$ cat config.mk
export PLATFORM = sky130hd
export DESIGN_NAME = rv32i_instruction_loader
export DESIGN_NICKNAME = d
export VERILOG_FILES = /design/src/rtl/rv32i_pkg.sv /design/src/rtl/rv32i_byte_packer.sv /design/src/rtl/rv32i_instruction_loader.sv
export SDC_FILE = /design/constraint.sdc
export NUM_CORES = 1
export LEC_CHECK = 0
export CORE_ASPECT_RATIO = 0.9
export CORE_UTILIZATION = 55
export DETAILED_ROUTE_END_ITERATION = 6
export GPL_ROUTABILITY_DRIVEN = 0
export PLACE_DENSITY = 0.77
export REMOVE_ABC_BUFFERS = 1
export SLEW_MARGIN = 10
export SYNTH_ARGS = -nofsm -noshare
export SYNTH_HDL_FRONTEND = slang
export SYNTH_SLANG_ARGS = --single-unit
$ cat constraint.sdc
create_clock -name i_clk -period 3.8 [get_ports i_clk]
set_input_delay 0.95 -clock i_clk [delete_from_list [all_inputs] [get_ports i_clk]]
set_output_delay 0.95 -clock i_clk [all_outputs]
set_load 0.05 [all_outputs]
$ cat src/rtl/rv32i_pkg.sv
// rv32i_pkg: shared types and constants for the instruction loader
package rv32i_pkg;

    typedef enum logic [2:0] {
        ST_IDLE,
        ST_HDR_ADDR,
        ST_HDR_CNT,
        ST_CHECK,
        ST_DATA,
        ST_WRITE,
        ST_DONE,
        ST_ERROR
    } loader_state_e;

    typedef enum logic [1:0] {
        ERR_NONE    = 2'b00,
        ERR_ALIGN   = 2'b01,
        ERR_RANGE   = 2'b10,
        ERR_TIMEOUT = 2'b11
    } loader_err_e;

    localparam int LOADER_HDR_BYTES = 4;

endpackage

$ cat src/rtl/rv32i_byte_packer.sv
// rv32i_byte_packer: gathers four stream bytes into a little-endian 32-bit word
module rv32i_byte_packer
    import rv32i_pkg::*;
(
    input  logic        clk,
    input  logic        rst_n,
    input  logic        clear,
    input  logic        byte_valid,
    input  logic [7:0]  byte_data,
    output logic [31:0] word,
    output logic        word_valid
);

    logic [1:0]  idx;
    logic [23:0] buffer;

    // the last byte is forwarded combinationally so the word is usable on the edge that consumes it
    assign word       = {byte_data, buffer};
    assign word_valid = byte_valid && idx == 2'(LOADER_HDR_BYTES - 1);

    // lane index and the three lower byte lanes
    always_ff @(posedge clk or negedge rst_n) begin
        if (!rst_n) begin
            idx    <= '0;
            buffer <= '0;
        end else if (clear) begin
            idx    <= '0;
            buffer <= '0;
        end else if (byte_valid) begin
            idx <= idx + 2'd1;
            if (!word_valid)
                buffer[8*idx +: 8] <= byte_data;
        end
    end

endmodule

$ cat src/rtl/rv32i_instruction_loader.sv
// rv32i_instruction_loader: parses an image header from a byte stream and writes instruction words with a full handshake
module rv32i_instruction_loader
    import rv32i_pkg::*;
#(
    parameter int MEM_BYTES  = 4096,
    parameter int WR_TIMEOUT = 64,
    parameter int TIMEOUT_W  = 7
) (
    input  logic        i_clk,
    input  logic        i_rst_n,
    input  logic        i_load_start,
    input  logic        i_byte_valid,
    input  logic [7:0]  i_byte,
    output logic        o_byte_ready,
    output logic        o_instruction_wr_en,
    output logic [31:0] o_instruction_wr_addr,
    output logic [31:0] o_instruction_wr_data,
    input  logic        i_instruction_wr_valid,
    output logic        o_core_hold,
    output logic        o_load_done,
    output logic        o_load_error,
    output logic [1:0]  o_error_code
);

    loader_state_e        state, state_next;
    loader_err_e          err_code, check_err;
    logic [31:0]          addr, cnt, data, word;
    logic [TIMEOUT_W-1:0] tmo;
    logic [34:0]          end_addr;
    logic                 word_valid, byte_take, start_ok, timed_out, write_ack;

    assign start_ok  = i_load_start && (state == ST_IDLE || state == ST_DONE || state == ST_ERROR);
    assign byte_take = i_byte_valid && o_byte_ready;
    assign write_ack = state == ST_WRITE && i_instruction_wr_valid;
    assign timed_out = tmo == TIMEOUT_W'(WR_TIMEOUT - 1);
    // wide enough that base + 4*count can never wrap back into the legal range
    assign end_addr  = {3'b000, addr} + {1'b0, cnt, 2'b00};
    assign check_err = addr[1:0] != 2'b00 ? ERR_ALIGN :
                       end_addr > 35'(MEM_BYTES) ? ERR_RANGE : ERR_NONE;

    assign o_instruction_wr_addr = addr;
    assign o_instruction_wr_data = data;
    assign o_error_code          = err_code;

    rv32i_byte_packer u_packer (
        .clk        (i_clk),
        .rst_n      (i_rst_n),
        .clear      (start_ok),
        .byte_valid (byte_take),
        .byte_data  (i_byte),
        .word       (word),
        .word_valid (word_valid)
    );

    // state register; reset drops the session immediately
    always_ff @(posedge i_clk or negedge i_rst_n) begin
        if (!i_rst_n)
            state <= ST_IDLE;
        else
            state <= state_next;
    end

    // next-state decision
    always_comb begin
        state_next = state;
        case (state)
            ST_IDLE, ST_DONE, ST_ERROR: state_next = i_load_start ? ST_HDR_ADDR : state;
            ST_HDR_ADDR:                state_next = word_valid ? ST_HDR_CNT : state;
            ST_HDR_CNT:                 state_next = word_valid ? ST_CHECK : state;
            ST_CHECK:                   state_next = check_err != ERR_NONE ? ST_ERROR :
                                                     cnt == 32'd0 ? ST_DONE : ST_DATA;
            ST_DATA:                    state_next = word_valid ? ST_WRITE : state;
            ST_WRITE:                   state_next = i_instruction_wr_valid ? (cnt == 32'd1 ? ST_DONE : ST_DATA) :
                                                     timed_out ? ST_ERROR : state;
            default:                    state_next = ST_IDLE;
        endcase
    end

    // outputs decoded purely from state so reset clears them asynchronously
    always_comb begin
        o_byte_ready        = state == ST_HDR_ADDR || state == ST_HDR_CNT || state == ST_DATA;
        o_instruction_wr_en = state == ST_WRITE;
        o_core_hold         = state != ST_DONE;
        o_load_done         = state == ST_DONE;
        o_load_error        = state == ST_ERROR;
    end

    // header fields, current word, write pointer, remaining count, timeout and error code
    always_ff @(posedge i_clk or negedge i_rst_n) begin
        if (!i_rst_n) begin
            addr     <= '0;
            cnt      <= '0;
            data     <= '0;
            tmo      <= '0;
            err_code <= ERR_NONE;
        end else begin
            tmo <= state == ST_WRITE ? tmo + 1'b1 : '0;
            if (start_ok)
                err_code <= ERR_NONE;
            if (state == ST_HDR_ADDR && word_valid)
                addr <= word;
            if (state == ST_HDR_CNT && word_valid)
                cnt <= word;
            if (state == ST_DATA && word_valid)
                data <= word;
            if (state == ST_CHECK)
                err_code <= check_err;
            if (write_ack) begin
                addr <= addr + 32'd4;
                cnt  <= cnt - 32'd1;
            end else if (state == ST_WRITE && timed_out) begin
                err_code <= ERR_TIMEOUT;
            end
        end
    end

endmodule

==> impl_metrics.tcl, run 1 <==
set metrics [dict create \
    status "finished clean" \
    design_area_sq_mm 0.0106 \
    drc 0 \
    switching_power_mw 4.25 \
    async_flop_share_pct 100 \
    dp_worst_setup_slack_ns -0.0392 \
    final_max_slew_viol_count 0 \
    cts_buffer_depth 2 \
    cp-start-kind "flip-flop" \
    clock-sinks 134 \
    synth_fa_ha_area_share_pct 5.83 \
    wl_um 26800 \
    avgSynthCellArea_sq_um 8.81 \
    hold_buffers 0 \
    cts_tree "done" \
    p_int_mw 4.79 \
    p_leak_nw 4.39 \
    fp.dieW_um 135 \
    dpl_cell_area_sq_mm 0.00997 \
    yosysSeqAreaShare_pct 38.5 \
    synth_simple_gate_area_share_pct 20.5 \
    yosysWarnings 0 \
    cts_root_buf "clkbuf_16" \
    dieHeight_um 121 \
    synth_cell_types 77 \
    antennaDiodeCount 0 \
    ios 84 \
    worstMarginPinSlew_ns 0.842 \
    p_total_mw 9.04 \
    slew_headroom_pct 43.8 \
    ys_seq_elements 134 \
    utilization_pct 68.9 \
    vias 8613 \
    start_util_pct 56.4 \
    fmax_mhz 275 \
    grt_use_total_pct 34.0 \
    critPathKind "reg -> reg" \
    area_delta_synth_final_pct 22.2 \
    layout_setup_ws_ns 0.162 \
    place_inst 1271 \
    grt_pass1_vias 8023 \
    drtIter0Drc 891 \
    finClkSkew_ns 0.00571 \
    hold_viol_final 0 \
    p_seq_share_pct 24.1 \
    htree_levels 4 \
    synth_top_family_by_area "compound AO/OA/AOI/OAI gates" \
    core_sq_mm 0.0154 \
    pwr-share-comb_pct 56.4 \
    io_buffers 83 \
    syn_area_sq_mm 0.00871 \
    hold_path.class "reg -> reg" \
    die_area_sq_mm 0.0163 \
    grt_max_degree 92 \
    synth_compound_area_share_pct 25.2 \
    synth_xor_area_share_pct 2.11 \
    crit_arrival_ns 3.90 \
    cp_max_fo 8 \
    p_per_area_mw_per_mm2 849 \
    holdWs_ns 0.485 \
    grt_pass1_wl_um 42900 \
    antenna_found_initial 0 \
    clock_latency_ns 0.41 \
    timing.final.crit_share_pct 95.7 \
    end_kind "flip-flop" \
    drtAntennaViolNets 0 \
    critPathRequiredTime_ns 4.06 \
    switching_share_pct 47.0 \
    synthMuxAreaShare_pct 4.25 \
    nets 1142 \
    hpwl_um 19200 \
    drive_above_1_share_pct 14.3 \
    setup_tns_ns 0 \
    tritoncts.num_buffers 17 \
    min_period_ns 3.64 \
    wl_per_cell_um 20.6 \
    path_clk_slew_ns 0.06 \
    row_count 43 \
    clockPowerShare_pct 19.5 \
    gr-total-overflow 0 \
    yosys_most_used_dff "dfrtp_1" \
    netlist_instances 988 \
    ir_worst_vdd_mv 0.701 \
    instances_no_fill 1304 \
    synth_edf_count 0 \
    via_per_inst 6.61 \
    rsz0062_at_grt "no" \
    cap_violations 0 \
    dr.pass1.iters 6 \
    setup_viol_count_final 0 \
]
==> power groups by stage <==
stage / logic, mW / registers, mW / clock network (mW)
CTS: 4.96 / 2.16 / 1.77
global placement: 4.85 / 2.16 / 0
floorplan: 2.76 / 2.67 / 0
detailed placement: 4.91 / 2.17 / 0
finish: 5.09 / 2.18 / 1.77
global route: 5.48 / 2.21 / 1.84
==> area by class of cell <==
cell class / instances / area, sq um
Clock inverter: 13 / 194
Tap cell: 202 / 253
Inverter: 21 / 78.8
Clock buffer: 19 / 443
Multi-Input combinational cell: 782 / 5090
Fill cell: 1200 / 4800
Timing Repair Buffer: 133 / 1230
Sequential cell: 134 / 3350
==> cell usage after synthesis, drive strengths merged, types with 14 or more instances <==
cell	count	area share, %
nand3	44	2.6
clkbuf	35	1.5
inv	21	0.91
a21oi	96	5.8
buf	16	1.1
o21ai	53	3.2
nor3	26	1.6
a22o	22	2.2
or3	17	1.2
nand4	17	1.2
and3	17	1.2
dfrtp	134	39
nand2	97	4.2
xnor2	14	1.4
a21o	15	1.3
mux2	32	4.1
nor2	111	4.9
ha	39	5.6
a211oi	21	1.9
==> repair_timing <==
action	4_1_cts	5_1_grt
buffers inserted	1	0
endpoints found under the hold margin	0	0
gates resized for setup	0	8
pin swaps	1	1
endpoints found under the setup margin	1	3
==> flip-flops by register name, summed over array words and instances, names as in the netlist <==
register	count
o_instruction_wr_data	32
u_packer.buffer	24
o_instruction_wr_addr	32
cnt	32
state	3
o_error_code	2
tmo	7
u_packer.idx	2
==> routing by layer <==
metal | up-vias | global-route usage, % | part of all wire (%)
met1 | 4140 | 47.8 | 42
met2 | 492 | 52.1 | 45
met5 | - | 0 | 0
li1 | 3920 | - | -
met4 | 0 | 11.9 | 2.7
met3 | 61 | 6.73 | 9.9
==> worst paths after layout <==
kind                          from                        end  slack, ns  cells past startpoint
min reg2reg                 tmo[0]                     tmo[0]       0.48                      1
max in group asynchronous  i_rst_n  o_instruction_wr_data[11]       2.46                      2
max                        cnt[25]                   state[0]       0.16                     12
min in group asynchronous  i_rst_n  o_instruction_wr_addr[28]       0.59                      1
min                         tmo[0]                     tmo[0]       0.48                      1
max reg2reg                cnt[25]                   state[0]       0.16                     12
==> cells by family after synthesis <==
group / Yosys count
XOR/XNOR: 21
AO/OA/AOI/OAI: 319
buffers and inverters: 72
adder cells (fa/ha/maj): 40
multiplexers: 33
flip-flops: 134
AND/OR/NAND/NOR: 369
==> cell usage in the layout, fill, tap and decap left out, types with 5 or more instances in the layout <==
cell type and instances:
dfrtp_1 134, nor2_1 109, xnor2_1 14, a211oi_1 19
clkdlybuf4s50_1 82, a21oi_2 8, o21ai_1 6, a311oi_1 12
o21ai_0 46, a21oi_1 88, a21o_1 15, inv_1 20
nand2b_1 7, nor4_1 6, buf_4 48, o221a_2 10
xor2_1 7, and3_1 17, nand2_1 96, o31ai_1 5
nor3_1 25, o22ai_1 12, o211ai_1 8, ha_1 35
o21a_1 12, nand3_1 43, a22o_1 22, a31oi_1 10
or3_1 17, and4_1 5, nand4_1 17, clkbuf_16 17
a211o_1 9, mux2_2 32
==> worst max-delay path, cell delays in order (launching register included) <==
cell and delay [ns]:
dfrtp_1 0.47, ha_2 0.48, nand2_2 0.11, o311a_1 0.38
a211oi_2 0.20, o2111ai_1 0.13, a2111o_1 0.29, or4_1 0.50
nor4_1 0.31, nand4_1 0.13, buf_4 0.19, nor3_2 0.15
a41oi_1 0.14
Power figures use the tool's default switching activity.
==> run 2, diff against run 1 <==
--- a/config.mk
+++ b/config.mk
@@ -10,6 +10,7 @@
 export DETAILED_ROUTE_END_ITERATION = 6
 export GPL_ROUTABILITY_DRIVEN = 0
 export PLACE_DENSITY = 0.77
+export RECOVER_POWER = 50
 export REMOVE_ABC_BUFFERS = 1
 export SLEW_MARGIN = 10
 export SYNTH_ARGS = -nofsm -noshare
==> impl_metrics.tcl, run 2 (synthesis gave the netlist of run 1 again) <==
set metrics [dict create \
    cts_root_buf "clkbuf_16" \
    grt_pass1_wl_um 42900 \
    fill_cells 1206 \
    drive_above_1_share_pct 13.9 \
    wl_um 27000 \
    row_count 43 \
    place_inst 1271 \
    layout_setup_ws_ns 0.123 \
    tritoncts.num_buffers 17 \
    htree_levels 4 \
    p_leak_nw 4.38 \
    r2r_start "cnt[25]" \
    grt_pass1_vias 8023 \
    r2r_slack_ns 0.12 \
    grt_use_total_pct 34.0 \
    nets 1142 \
    cp-start-kind "flip-flop" \
    vias 8632 \
    drc 0 \
    rsz0062_at_grt "no" \
    critPathKind "reg -> reg" \
    ios 84 \
    hold_viol_final 0 \
    layout_common_cells "dfrtp_1, nor2_1, nand2_1, a21oi_1, clkdlybuf4s50_1" \
    drtAntennaViolNets 0 \
    grt_max_degree 92 \
    instances_no_fill 1304 \
    multi_input_area_sq_mm 0.00509 \
    path_clk_slew_ns 0.06 \
    r2r-end "state[0]" \
    end_kind "flip-flop" \
    wl_per_cell_um 20.7 \
    core_sq_mm 0.0154 \
    via_per_inst 6.62 \
    setup_viol_count_final 0 \
    final_max_slew_viol_count 91 \
    gr-total-overflow 0 \
    clock_latency_ns 0.42 \
    slowest_delay_ns 0.50 \
    hold_buffers 0 \
    hold_start "tmo[0]" \
    cpMaxStageDelayCell "or4_1" \
    violations "max-capacitance violations, max-slew violations" \
    fp.dieW_um 135 \
    dr.pass1.iters 7 \
    p_per_area_mw_per_mm2 850 \
    rr_worst_depth 12 \
    cp_max_fo 8 \
    drtIter0Drc 842 \
    cts_buffer_depth 2 \
    area_delta_synth_final_pct 22.0 \
    start_util_pct 56.4 \
    die_area_sq_mm 0.0163 \
    timing.final.crit_share_pct 96.8 \
    cp_top_family "simple AND/OR/NAND/NOR gates" \
    crit_arrival_ns 3.94 \
    min_path_cells 1 \
    min_period_ns 3.68 \
    slew_headroom_pct -51.6 \
    io_buffers 83 \
    dp_worst_setup_slack_ns -0.0392 \
    cts_tree "done" \
    critPathRequiredTime_ns 4.06 \
    finClkSkew_ns 0.00634 \
    status "complete, but fails checks" \
    mostFrequentLayoutCell "dfrtp_1" \
    hold_path.class "reg -> reg" \
    critPathBufInv 1 \
    hpwl_um 19200 \
    cp_cell_sequence "ha_2 -> nand2_2 -> o311a_1 -> a211oi_2 -> o2111ai_1 -> a2111o_1 -> or4_1 -> nor4_1 -> nand4_1 -> buf_4 -> nor3_2 -> a41oi_1" \
    worstMarginPinSlew_ns 2.27 \
    dieHeight_um 121 \
    fmax_mhz 272 \
    antenna_found_initial 0 \
    whs_endpoint "tmo[0]" \
    clock-sinks 134 \
    antennaDiodeCount 0 \
    regArea_sq_mm 0.00335 \
    ir_worst_vdd_mv 0.696 \
    cap_violations 1 \
]
-- run 2: changes by cell type in the layout (fill, tap and decap cells not counted), moves of 2 or more --
cell | before | now
buf_4 | 48 | 44
clkbuf_1 | 1 | 5
clkdlybuf4s50_1 | 82 | 80
dlygate4sd3_1 | 0 | 2
-- run 2: repair_timing --
| item | 4_1_cts | 5_1_grt |
|---|---|---|
| pin swaps | 1 | 1 |
| cloned | 0 | 0 |
| setup endpoints to repair | 1 | 3 |
| resized for setup | 0 | 8 |
| setup buffers | 1 | 0 |
-- run 2: layout make-up --
type | count | share of cell area (%)
Inverter | 21 | 0.742
Sequential cell | 134 | 31.6
Tap cell | 202 | 2.38
Clock inverter | 13 | 1.83
Multi-Input combinational cell | 782 | 47.9
Clock buffer | 19 | 4.17
Timing Repair Buffer | 133 | 11.4
-- run 2: worst max path at each step --
stage / from / endpoint / slack (ns) / cells past startpoint
after floorplan: i_instruction_wr_valid / cnt[19] / -0.004 / 5
after global placement: o_instruction_wr_addr[2] / state[0] / 0.08 / 12
after detailed placement: o_instruction_wr_addr[2] / state[0] / -0.04 / 12
after CTS: o_instruction_wr_addr[2] / state[0] / 0.05 / 13
after global routing: cnt[8] / state[0] / 0.007 / 13
final: cnt[25] / state[0] / 0.12 / 12
-- run 2: per-stage QoR --
stage | setup TNS, ns | total power, mW | utilization [%] | hold slack [ns] | instance area [sq um]
2_1_floorplan | -0.00388 | 5.43 | - | 0.455 | 8480
3_3_place_gp | 0 | 7.01 | 64.6 | 0.471 | 9970
3_5_place_dp | -0.0392 | 7.08 | 64.6 | 0.476 | 9970
4_1_cts | 0 | 8.89 | 68.8 | 0.484 | 10600
5_1_grt | 0 | 9.52 | 68.8 | 0.493 | 10600
6_report | 0 | 9.03 | 68.8 | 0.479 | 10600
-- run 2: layer usage --
layer | up-vias | routed length (um) | track usage (%)
met3 | 61 | 2550 | 6.73
met1 | 4176 | 11600 | 47.8
met2 | 478 | 12100 | 52.1
met4 | 0 | 725 | 11.9
li1 | 3917 | - | -
met5 | - | 0 | 0
-- run 2: worst reg2reg max path, cell delays in order, from the launching register on --
cell,delay (ns)
dfrtp_1,0.48
ha_2,0.48
nand2_2,0.11
o311a_1,0.39
a211oi_2,0.20
o2111ai_1,0.13
a2111o_1,0.30
or4_1,0.50
nor4_1,0.32
nand4_1,0.13
buf_4,0.19
nor3_2,0.16
a41oi_1,0.14
-- run 2: report_power, final --
part	internal, mW	switching (mW)
combinational	1.91	3.18
sequential	1.74	0.435
clock	1.13	0.642
==> patch: new RTL, settings of run 2 <==
`TIMEOUT_W`: 7 -> 14.
--- a/src/rtl/rv32i_instruction_loader.sv
+++ b/src/rtl/rv32i_instruction_loader.sv
@@ -5,5 +5,5 @@
     parameter int MEM_BYTES  = 4096,
     parameter int WR_TIMEOUT = 64,
-    parameter int TIMEOUT_W  = 7
+    parameter int TIMEOUT_W  = 14
 ) (
     input  logic        i_clk,
Function: same outputs for any inputs over 4 cycles, from zero or initial values and one cycle with i_rst_n low; that may be too few to reach the edited logic, so the function may still have changed.
==> patch against run 2 <==
The run still ends with capacitance limit, slew limit left. Core utilization is 2.5 points lower. Wire length is 1.0% lower. Area after synthesis is 3.7% higher. Worst setup slack better by 0.060 ns. Critical path depth stayed put. Sequential share of layout area is 1.5 points higher. Cell area is 0.39% higher. Power is 0.64% higher. Sequential cell count is 7 higher. Critical path type unchanged.
==> patch: results (changes against run 2) <==
[layout]
bufAreaShareNonClock_pct = 8.96  ; -2.4 points
fillers = 1312  ; +8.8%
multi_input_cells = 820  ; +4.9%
clockNetworkAreaShare_pct = 5.61  ; -0.39 points
drive_gt1_share_pct = 9.33  ; -4.6 points
seq_area_share_pct = 33.1  ; +1.5 points
layout.nets = 1155  ; +1.1%
multi_input_area_um2 = 5240  ; +3.0%
nClkBuffers = 17  ; -2
stdcell_count = 1322  ; +1.4%

[job]
cap_violations = 2  ; +1

[detailed_routing]
wl_met1_um = 11900  ; +2.5%
wl_per_cell_um = 20.2  ; -2.4%
drtIter0Drc = 1233  ; +46%
firstDrtPassIters = 6  ; -1
viasPerCell = 6.61  ; about the same
met3_length_um = 2770  ; +8.7%

[power]
power_combinational_uw = 4980  ; -2%
pwr-share-seq_pct = 26.6  ; +2.5 points
power.leakage_uw = 0.00452  ; +3.2%

[sta]
timing.slew.headroom_pct = -15.9  ; +36 points
clock_skew_ns = 0.00982  ; +0.00348 ns
slew_violations = 105  ; +15%
fmax_ghz = 0.277  ; +1.7%
holdWs_ns = 0.501  ; +0.0223 ns

[clocking]
post_cts_buffers = 0  ; -1
path_clk_slew_ns = 0.07

[synth]
synth_cell_type_count = 71  ; -7.8%
yosysSeqAreaShare_pct = 39.1  ; +0.55 points
synth_cells = 1029  ; +4.1%
synth.top_cells.by_area = dfrtp_1 39%, nor2_1 5.4%, ha_1 5.4%
async_reset_ff_share_pct = 100  ; unchanged
synth-adder-area-share_pct = 5.62  ; -0.21 points
synth.mux.area_fraction_pct = 4.46  ; +0.21 points
synth_seq_cells = 141  ; +5.2%
netlist_top_cells_count = 141 x dfrtp_1, 131 x nor2_1, 93 x nand2_1
synth-xor-area-share_pct = 2.42  ; +0.31 points

[grt]
busiest_layer = met1
grt_pass1_vias = 7859  ; -2.0%
grt_util_met2_pct = 48.4  ; -3.7 points
grt_max_degree = 72  ; -22%
gr-usage-met1_pct = 49.2  ; +1.5 points
grt_use_total_pct = 33.1  ; -0.86 points
grt_first_pass_wirelength_um = 42800  ; -0.23%
grt_util_met3_pct = 7.77  ; +1.0 points
antenna_found_initial = 0  ; unchanged

[critical_path]
rrSetupSlack_ns = 0.18  ; +0.06 ns
arrival_ns = 3.90  ; -0.04 ns
worstReg2RegStart = o_instruction_wr_addr[2]

[placed_design]
dp_hpwl_um = 19300  ; +0.62%
place_ws_ns = 0.281  ; +0.321 ns
dp.cells = 1290  ; +1.5%

[outcome]
outcome = complete, but fails checks
violations = capacitance limit, slew limit

## patch: cell types whose count changed after synthesis, moves of 7 or more
cell,change
clkbuf_1,+8
a21oi_1,-9
or3_1,-7
nor3_1,+8
o211ai_1,+7
dfrtp_1,+7
xor2_1,+9
buf_2,-11
nor2_1,+21
and2_1,+11
## patch: worst max-delay path: stages (launching register included)
cell and delay (ns):
dfrtp_1 0.43, ha_1 0.25, fa_1 0.43, a211o_1 0.33, a2111oi_0 0.42, nor2_1 0.11, xor2_1 0.16, o311ai_0 0.45
o2111a_1 0.26, nand4_1 0.13, nor3_1 0.23, buf_4 0.17, a31oi_1 0.08
## patch: stage by stage
step / util [%] / total power, µW / cell area (µm²)
4_1_cts: 66.6 / 9000 / 10700
3_5_place_dp: 62.8 / 7290 / 10100
3_3_place_gp: 62.8 / 7240 / 10100
2_1_floorplan: - / 5820 / 8850
6_report: 66.3 / 9090 / 10700
5_1_grt: 66.3 / 9680 / 10700
